[config.mk]
export PLATFORM = sky130hd
export DESIGN_NAME = nes_mem_arbiter
export DESIGN_NICKNAME = d
export VERILOG_FILES = /design/src/rtl/nes_mem_pkg.sv /design/src/rtl/nes_mem_req_slot.sv /design/src/rtl/nes_mem_arbiter.sv
export SDC_FILE = /design/constraint.sdc
export NUM_CORES = 1
export LEC_CHECK = 0
export CORE_MARGIN = 3
export CORE_UTILIZATION = 46
export CTS_CLUSTER_SIZE = 30
export DETAILED_ROUTE_END_ITERATION = 10
export PLACE_DENSITY = 0.84
export REMOVE_ABC_BUFFERS = 1
export SLEW_MARGIN = 20
export SYNTH_ARGS = -nofsm -noshare
export SYNTH_HDL_FRONTEND = slang
export SYNTH_SLANG_ARGS = --single-unit
[constraint.sdc]
create_clock -name clock_i -period 3.4 [get_ports clock_i]
set_input_delay 0.85 -clock clock_i [delete_from_list [all_inputs] [get_ports clock_i]]
set_output_delay 0.85 -clock clock_i [all_outputs]
set_load 0.05 [all_outputs]
[src/rtl/nes_mem_pkg.sv]
// Shared constants for the NES memory arbiter: FSM encoding, port IDs and
// the default RAM address width.
package nes_mem_pkg;

  localparam int NES_ADDR_W = 22;

  localparam logic [0:0] ST_IDLE      = 1'b0;
  localparam logic [0:0] ST_READ_WAIT = 1'b1;

  localparam logic [0:0] PORT_CPU = 1'b0;
  localparam logic [0:0] PORT_PPU = 1'b1;

endpackage

[src/rtl/nes_mem_req_slot.sv]
// One pending-request slot. A new pulse always wins over a stale entry; if the
// stale entry had not been issued yet, the sticky overrun flag is raised.
module nes_mem_req_slot
  import nes_mem_pkg::*;
#(
  parameter int ADDR_W = NES_ADDR_W
) (
  input  logic              clock_i,
  input  logic              reset_i,
  input  logic              flush_i,
  input  logic              req_i,
  input  logic              req_wr_i,
  input  logic [ADDR_W-1:0] req_addr_i,
  input  logic [7:0]        req_din_i,
  input  logic              take_i,
  output logic              pending_o,
  output logic              wr_o,
  output logic [ADDR_W-1:0] addr_o,
  output logic [7:0]        din_o,
  output logic              overrun_o
);

  logic              pend_q, pend_d;
  logic              wr_q, wr_d;
  logic [ADDR_W-1:0] addr_q, addr_d;
  logic [7:0]        din_q, din_d;
  logic              ovr_q, ovr_d;

  // Next slot contents: flush beats a new request, which beats a grant.
  always_comb begin
    pend_d = pend_q;
    wr_d   = wr_q;
    addr_d = addr_q;
    din_d  = din_q;
    ovr_d  = ovr_q;
    if (flush_i) begin
      pend_d = 1'b0;
    end else if (req_i) begin
      pend_d = 1'b1;
      wr_d   = req_wr_i;
      addr_d = req_addr_i;
      din_d  = req_din_i;
      // Being granted in this same cycle means the old entry was not lost.
      if (pend_q && !take_i) ovr_d = 1'b1;
    end else if (take_i) begin
      pend_d = 1'b0;
    end
  end

  // Slot registers with synchronous clear.
  always_ff @(posedge clock_i) begin
    if (reset_i) begin
      pend_q <= 1'b0;
      wr_q   <= 1'b0;
      addr_q <= '0;
      din_q  <= '0;
      ovr_q  <= 1'b0;
    end else begin
      pend_q <= pend_d;
      wr_q   <= wr_d;
      addr_q <= addr_d;
      din_q  <= din_d;
      ovr_q  <= ovr_d;
    end
  end

  assign pending_o = pend_q;
  assign wr_o      = wr_q;
  assign addr_o    = addr_q;
  assign din_o     = din_q;
  assign overrun_o = ovr_q;

endmodule

[src/rtl/nes_mem_arbiter.sv]
// Single-port RAM arbiter for loader, CPU and PPU.
//
//   state        | meaning
//   ST_IDLE      | free; grants a pending slot (PPU first) combinationally
//   ST_READ_WAIT | read issued; counting down RAM latency, then capture
module nes_mem_arbiter
  import nes_mem_pkg::*;
#(
  parameter int ADDR_W = NES_ADDR_W,
  parameter int RD_LAT = 1
) (
  input  logic              clock_i,
  input  logic              reset_i,
  input  logic              ld_active_i,
  input  logic [ADDR_W-1:0] ld_addr_i,
  input  logic              ld_wr_i,
  input  logic [7:0]        ld_din_i,
  input  logic [ADDR_W-1:0] cpu_addr_i,
  input  logic              cpu_rd_i,
  input  logic              cpu_wr_i,
  input  logic [7:0]        cpu_din_i,
  output logic [7:0]        cpu_q_o,
  output logic              cpu_valid_o,
  input  logic [ADDR_W-1:0] ppu_addr_i,
  input  logic              ppu_rd_i,
  output logic [7:0]        ppu_q_o,
  output logic              ppu_valid_o,
  output logic [ADDR_W-1:0] ram_addr_o,
  output logic              ram_we_o,
  output logic [7:0]        ram_din_o,
  input  logic [7:0]        ram_dout_i,
  output logic              overrun_o
);

  localparam logic [1:0] LAT_LOAD = 2'(RD_LAT);

  logic              cpu_pend, cpu_wr_s, cpu_ovr;
  logic [ADDR_W-1:0] cpu_addr_s;
  logic [7:0]        cpu_din_s;
  logic              ppu_pend, ppu_ovr;
  logic [ADDR_W-1:0] ppu_addr_s;
  logic              ppu_wr_unused;
  logic [7:0]        ppu_din_unused;

  logic              grant_ok, grant_ppu, grant_cpu, grant_wr, grant_rd, grant_any;
  logic [ADDR_W-1:0] grant_addr;

  logic [0:0]        state_q, state_d;
  logic [1:0]        cnt_q, cnt_d;
  logic [0:0]        port_q, port_d;
  logic [ADDR_W-1:0] addr_q, addr_d;
  logic [7:0]        din_q, din_d;
  logic              ld_we_q, ld_we_d;
  logic [7:0]        cpu_q_q, cpu_q_d, ppu_q_q, ppu_q_d;
  logic              cpu_v_q, cpu_v_d, ppu_v_q, ppu_v_d;

  nes_mem_req_slot #(.ADDR_W(ADDR_W)) u_cpu_slot (
    .clock_i    (clock_i),
    .reset_i    (reset_i),
    .flush_i    (ld_active_i),
    .req_i      ((cpu_rd_i | cpu_wr_i) & ~ld_active_i),
    .req_wr_i   (cpu_wr_i),
    .req_addr_i (cpu_addr_i),
    .req_din_i  (cpu_din_i),
    .take_i     (grant_cpu),
    .pending_o  (cpu_pend),
    .wr_o       (cpu_wr_s),
    .addr_o     (cpu_addr_s),
    .din_o      (cpu_din_s),
    .overrun_o  (cpu_ovr)
  );

  nes_mem_req_slot #(.ADDR_W(ADDR_W)) u_ppu_slot (
    .clock_i    (clock_i),
    .reset_i    (reset_i),
    .flush_i    (ld_active_i),
    .req_i      (ppu_rd_i & ~ld_active_i),
    .req_wr_i   (1'b0),
    .req_addr_i (ppu_addr_i),
    .req_din_i  (8'h00),
    .take_i     (grant_ppu),
    .pending_o  (ppu_pend),
    .wr_o       (ppu_wr_unused),
    .addr_o     (ppu_addr_s),
    .din_o      (ppu_din_unused),
    .overrun_o  (ppu_ovr)
  );

  // Grant selection: PPU has fixed priority since its fetch window is tighter.
  always_comb begin
    grant_ok   = (state_q == ST_IDLE) && !ld_active_i && !reset_i;
    grant_ppu  = grant_ok && ppu_pend;
    grant_cpu  = grant_ok && cpu_pend && !ppu_pend;
    grant_wr   = grant_cpu && cpu_wr_s;
    grant_rd   = grant_ppu || (grant_cpu && !cpu_wr_s);
    grant_any  = grant_ppu || grant_cpu;
    grant_addr = grant_ppu ? ppu_addr_s : cpu_addr_s;
  end

  // FSM next state, held RAM drive and read-data capture.
  always_comb begin
    state_d = state_q;
    cnt_d   = cnt_q;
    port_d  = port_q;
    addr_d  = addr_q;
    din_d   = din_q;
    ld_we_d = ld_active_i && ld_wr_i;
    cpu_q_d = cpu_q_q;
    ppu_q_d = ppu_q_q;
    cpu_v_d = 1'b0;
    ppu_v_d = 1'b0;

    if (ld_active_i && ld_wr_i) begin
      addr_d = ld_addr_i;
      din_d  = ld_din_i;
    end else if (grant_any) begin
      addr_d = grant_addr;
      if (grant_wr) din_d = cpu_din_s;
    end

    case (state_q)
      ST_IDLE: begin
        if (grant_rd) begin
          state_d = ST_READ_WAIT;
          cnt_d   = LAT_LOAD;
          port_d  = grant_ppu ? PORT_PPU : PORT_CPU;
        end
      end
      ST_READ_WAIT: begin
        cnt_d = cnt_q - 2'd1;
        if (cnt_q == 2'd1) begin
          state_d = ST_IDLE;
          // Data still lands while the loader owns the RAM; only the pulse is hidden.
          if (port_q == PORT_PPU) begin
            ppu_q_d = ram_dout_i;
            ppu_v_d = !ld_active_i;
          end else begin
            cpu_q_d = ram_dout_i;
            cpu_v_d = !ld_active_i;
          end
        end
      end
      default: state_d = ST_IDLE;
    endcase
  end

  // State and output registers with synchronous clear.
  always_ff @(posedge clock_i) begin
    if (reset_i) begin
      state_q <= ST_IDLE;
      cnt_q   <= 2'd0;
      port_q  <= PORT_CPU;
      addr_q  <= '0;
      din_q   <= 8'h00;
      ld_we_q <= 1'b0;
      cpu_q_q <= 8'h00;
      ppu_q_q <= 8'h00;
      cpu_v_q <= 1'b0;
      ppu_v_q <= 1'b0;
    end else begin
      state_q <= state_d;
      cnt_q   <= cnt_d;
      port_q  <= port_d;
      addr_q  <= addr_d;
      din_q   <= din_d;
      ld_we_q <= ld_we_d;
      cpu_q_q <= cpu_q_d;
      ppu_q_q <= ppu_q_d;
      cpu_v_q <= cpu_v_d;
      ppu_v_q <= ppu_v_d;
    end
  end

  // The issue cycle drives the RAM directly so a read costs RD_LAT+1 cycles.
  assign ram_addr_o  = grant_any ? grant_addr : addr_q;
  assign ram_din_o   = grant_wr ? cpu_din_s : din_q;
  assign ram_we_o    = ld_we_q | grant_wr;
  assign cpu_q_o     = cpu_q_q;
  assign ppu_q_o     = ppu_q_q;
  assign cpu_valid_o = cpu_v_q | grant_wr;
  assign ppu_valid_o = ppu_v_q;
  assign overrun_o   = cpu_ovr | ppu_ovr;

endmodule

==> PnR_summary.wiki <==
{| class="wikitable"
! Metric !! Value
|-
| Status || completed
|-
| WL/cell || 16.44 um
|-
| ANT cells || 0
|-
| Iteration-0 DRC Markers || 184
|-
| Number of cells on the worst reg-to-reg path || 6
|-
| Via count of the first global-routing pass || 4441
|-
| Total via count after detailed routing || 4328
|-
| Die ar. || 0.01087 sq mm
|-
| Instance area at placement || 0.006381 sq mm
|-
| Power per unit of standard cell area || 398.9 mW/mm^2
|-
| #FFs+latches synth || 110
|-
| Synth-to-Final Area Change || 49.83%
|-
| Most used flip-flop cell after synthesis || dfxtp_1
|-
| Period utilization || 0.9875
|-
| IO Count || 147
|-
| X dimension of the die || 104.3 um
|-
| CTS tree || built
|-
| Clock Path Buffers || 2
|-
| Count of port buffers added during placement || 146
|-
| Aggregate global routing overflow || 0
|-
| Number of library cell types mapped by synthesis || 37
|-
| Fmax || 297.8 MHz
|-
| Data required time of the critical path || 2.55 ns
|-
| Slack of the critical path || 0.04252 ns
|-
| Number of filler instances in the final layout || 674
|-
| Minimum period implied by the final worst setup slack || 3.357 ns
|-
| Reported leakage power || 2.647 nW
|-
| Combined area of all synthesized cells || 0.004442 sq mm
|-
| 1st-pass router iterations || 5
|-
| Clk_lat worst skew || 0.37 ns
|-
| Startpoint of the worst hold path || u_cpu_slot.din_o[4]
|-
| Power Total || 0.002655 W
|-
| Global-route total usage across every layer || 0.2449
|-
| Clock-pin slew reported for the worst setup and hold paths after clock tree synthesis || 0.10 ns
|-
| CTS sink count || 110
|-
| Hold Worst Slack || 0.4592 ns
|-
| Initial Utilization || 0.4762
|-
| Post-DR vias/cell || 5.397
|-
| Synthesized netlist cell count || 528
|-
| Area inside the core boundary || 0.009328 sq mm
|-
| Pin count of the biggest net entering global routing || 67
|-
| Sequential share of the synthesized area || 0.4958
|-
| Clock buffer count from CTS || 9
|-
| Final setup TNS || 0 ns
|-
| Final-report setup violation count || 0
|-
| WHS Endpoint || u_cpu_slot.din_o[4]
|-
| Number of max-slew violations in the final report || 0
|-
| Remaining number of nets flagged by the antenna check after routing || 0
|-
| Final estimated routing congestion in global placement || 0.7386
|-
| Max_slew headroom || 0.5427
|-
| Number of H-tree branching levels || 3
|-
| Layout cell share with drive strength beyond 1 || 0.1352
|-
| Startpoint type of the worst setup path || input port
|-
| Critical Path Sink Type || primary output
|-
| Synth warnings || 0
|-
| FF-to-FF End || addr_q[3]
|-
| Setup repair after global routing missed its margin || no
|-
| Hpwl dp || 9.276 mm
|-
| Setup slack on the worst flop-to-flop path || 1.44 ns
|-
| Highest-count cells in the layout ignoring fill and taps || nand2_1 (140), clkdlybuf4s50_1 (112), dfxtp_1 (110), a21oi_1 (77), buf_12 (34)
|-
| Final clock skew || 0.01273 ns
|-
| Arrival time of data at the critical path endpoint || 2.51 ns
|-
| Hold Path Stages || 2
|-
| Number of antenna violations at the first check in global routing || 0
|-
| Setup Crit Path Kind || in -> out
|-
| Wire length of the first global-routing pass || 21.80 mm
|-
| Endpoints failing hold || 0
|-
| Worst reg2reg path startpoint || u_ppu_slot.pending_o
|-
| Proportion of register bits with asynchronous set or reset after synthesis || 0
|-
| Number of rows in the core area || 35
|-
| Vertical die dimension || 104.3 um
|-
| Maximum capacitance violations || 0
|-
| Maximum vdd ir drop || 0.2093 mV
|-
| WL final || 13.19 mm
|-
| DP Worst Slack || -0.3158 ns
|-
| Maximum fanout along the worst path || 5
|-
| # DRC || 0
|-
| Cell area after layout || 0.006655 sq mm
|-
| Worst min-delay path class || reg -> reg
|-
| Mean post-synth cell area || 8.412 sq um
|-
| Final-stage net count || 766
|-
| Number of flops mapped to enable cells by yosys || 0
|-
| Slew at the pin closest to its max-slew limit || 0.6860 ns
|-
| Most common cell after layout, fill and taps aside || nand2_1
|-
| Clock Root Buffer || clkbuf_8
|}
[Yosys cell counts (all sizes together), types with 2 or more instances]
master	number	area, sq um
nor2b	2	12.51
nor3	6	30.03
a21o	28	210.2
buf	8	65.05
nor2	38	142.6
nand2	140	525.5
mux2i	21	210.2
a21oi	77	385.4
dfxtp	110	2202
a2bb2oi	2	17.52
nand2b	4	25.02
a221o	28	280.3
clkbuf	31	116.4
o21ai	2	10.00
or2	3	18.77
a22o	2	17.52
inv	11	41.29
[routing by layer]
metal,GRT usage,up-vias,share of wire
li1,-,2079,-
met1,0.2934,2072,0.41
met2,0.4294,160,0.51
met3,0.06642,17,0.067
met4,0.06933,0,0.013
met5,0,-,0
[cell families (layout without fill, tap and decap cells)]
family                   after synthesis  after routing  share of synthesized area
AND/OR/NAND/NOR                      201            201                     0.1856
AO/OA/AOI/OAI                        144            144                     0.2158
flip-flops                           110            110                     0.4958
buffers and inverters                 50            195                    0.05014
multiplexers                          22             22                    0.04986
adder cells (fa/ha/maj)                1              1                   0.002816
[cell type report]
type / count / area (sq um) / share of cell area
well taps: 129 / 161.4 / 0.02425
multi-input cells: 368 / 2079 / 0.3125
flip-flops and latches: 110 / 2202 / 0.3309
clock inverters: 6 / 45.04 / 0.006768
repair buffers: 168 / 1988 / 0.2987
clock buffers: 10 / 137.6 / 0.02068
inverters: 11 / 41.29 / 0.006204
[flip-flops by register name (all words and copies together) (netlist names), 2 cells and up]
name,count
addr_q,22
cnt_q,2
cpu_q_o,8
din_q,8
ppu_q_o,8
u_cpu_slot.addr_o,22
u_cpu_slot.din_o,8
u_ppu_slot.addr_o,22
[critical path: stages]
cell	delay, ns
buf_4	0.13
or4b_4	0.51
or3b_4	0.47
buf_12	0.17
nor2_2	0.10
a21o_1	0.14
buf_12	0.14
[worst max path at each step]
stage                           start        endpoint  slack, ns  cells after the start
after floorplan           ld_active_i  ram_addr_o[10]      -0.97                      2
after global routing          reset_i    ram_din_o[0]      0.004                      7
after detailed placement  ld_active_i    ram_din_o[7]      -0.32                      7
after global placement    ld_active_i    ram_din_o[0]      -0.27                      7
final                         reset_i    ram_din_o[3]       0.04                      7
after CTS                 ld_active_i    ram_din_o[3]       0.01                      7
[through the flow]
step | cells | util
floorplan | 489 | -
global placement | 784 | 0.6841
detailed placement | 784 | 0.6841
CTS | 803 | 0.7146
global route | 802 | 0.7135
finish | 802 | 0.7135
[report_power, final]
part,internal [W],switching [W]
clock network,0.000293,0.000453
logic,0.000270,0.000258
registers,0.00135,0.0000338
total,0.00191,0.000745
[what timing repair did]
action                                  4_1_cts  5_1_grt
endpoints found under the setup margin       31        7
hold endpoints to repair                      0        0
hold buffers                                  0        0
gates resized for setup                      20        4
setup buffers                                 1        0
cloned                                        2        0
pin swaps                                     9        3
(Power assumes the default switching activity.)
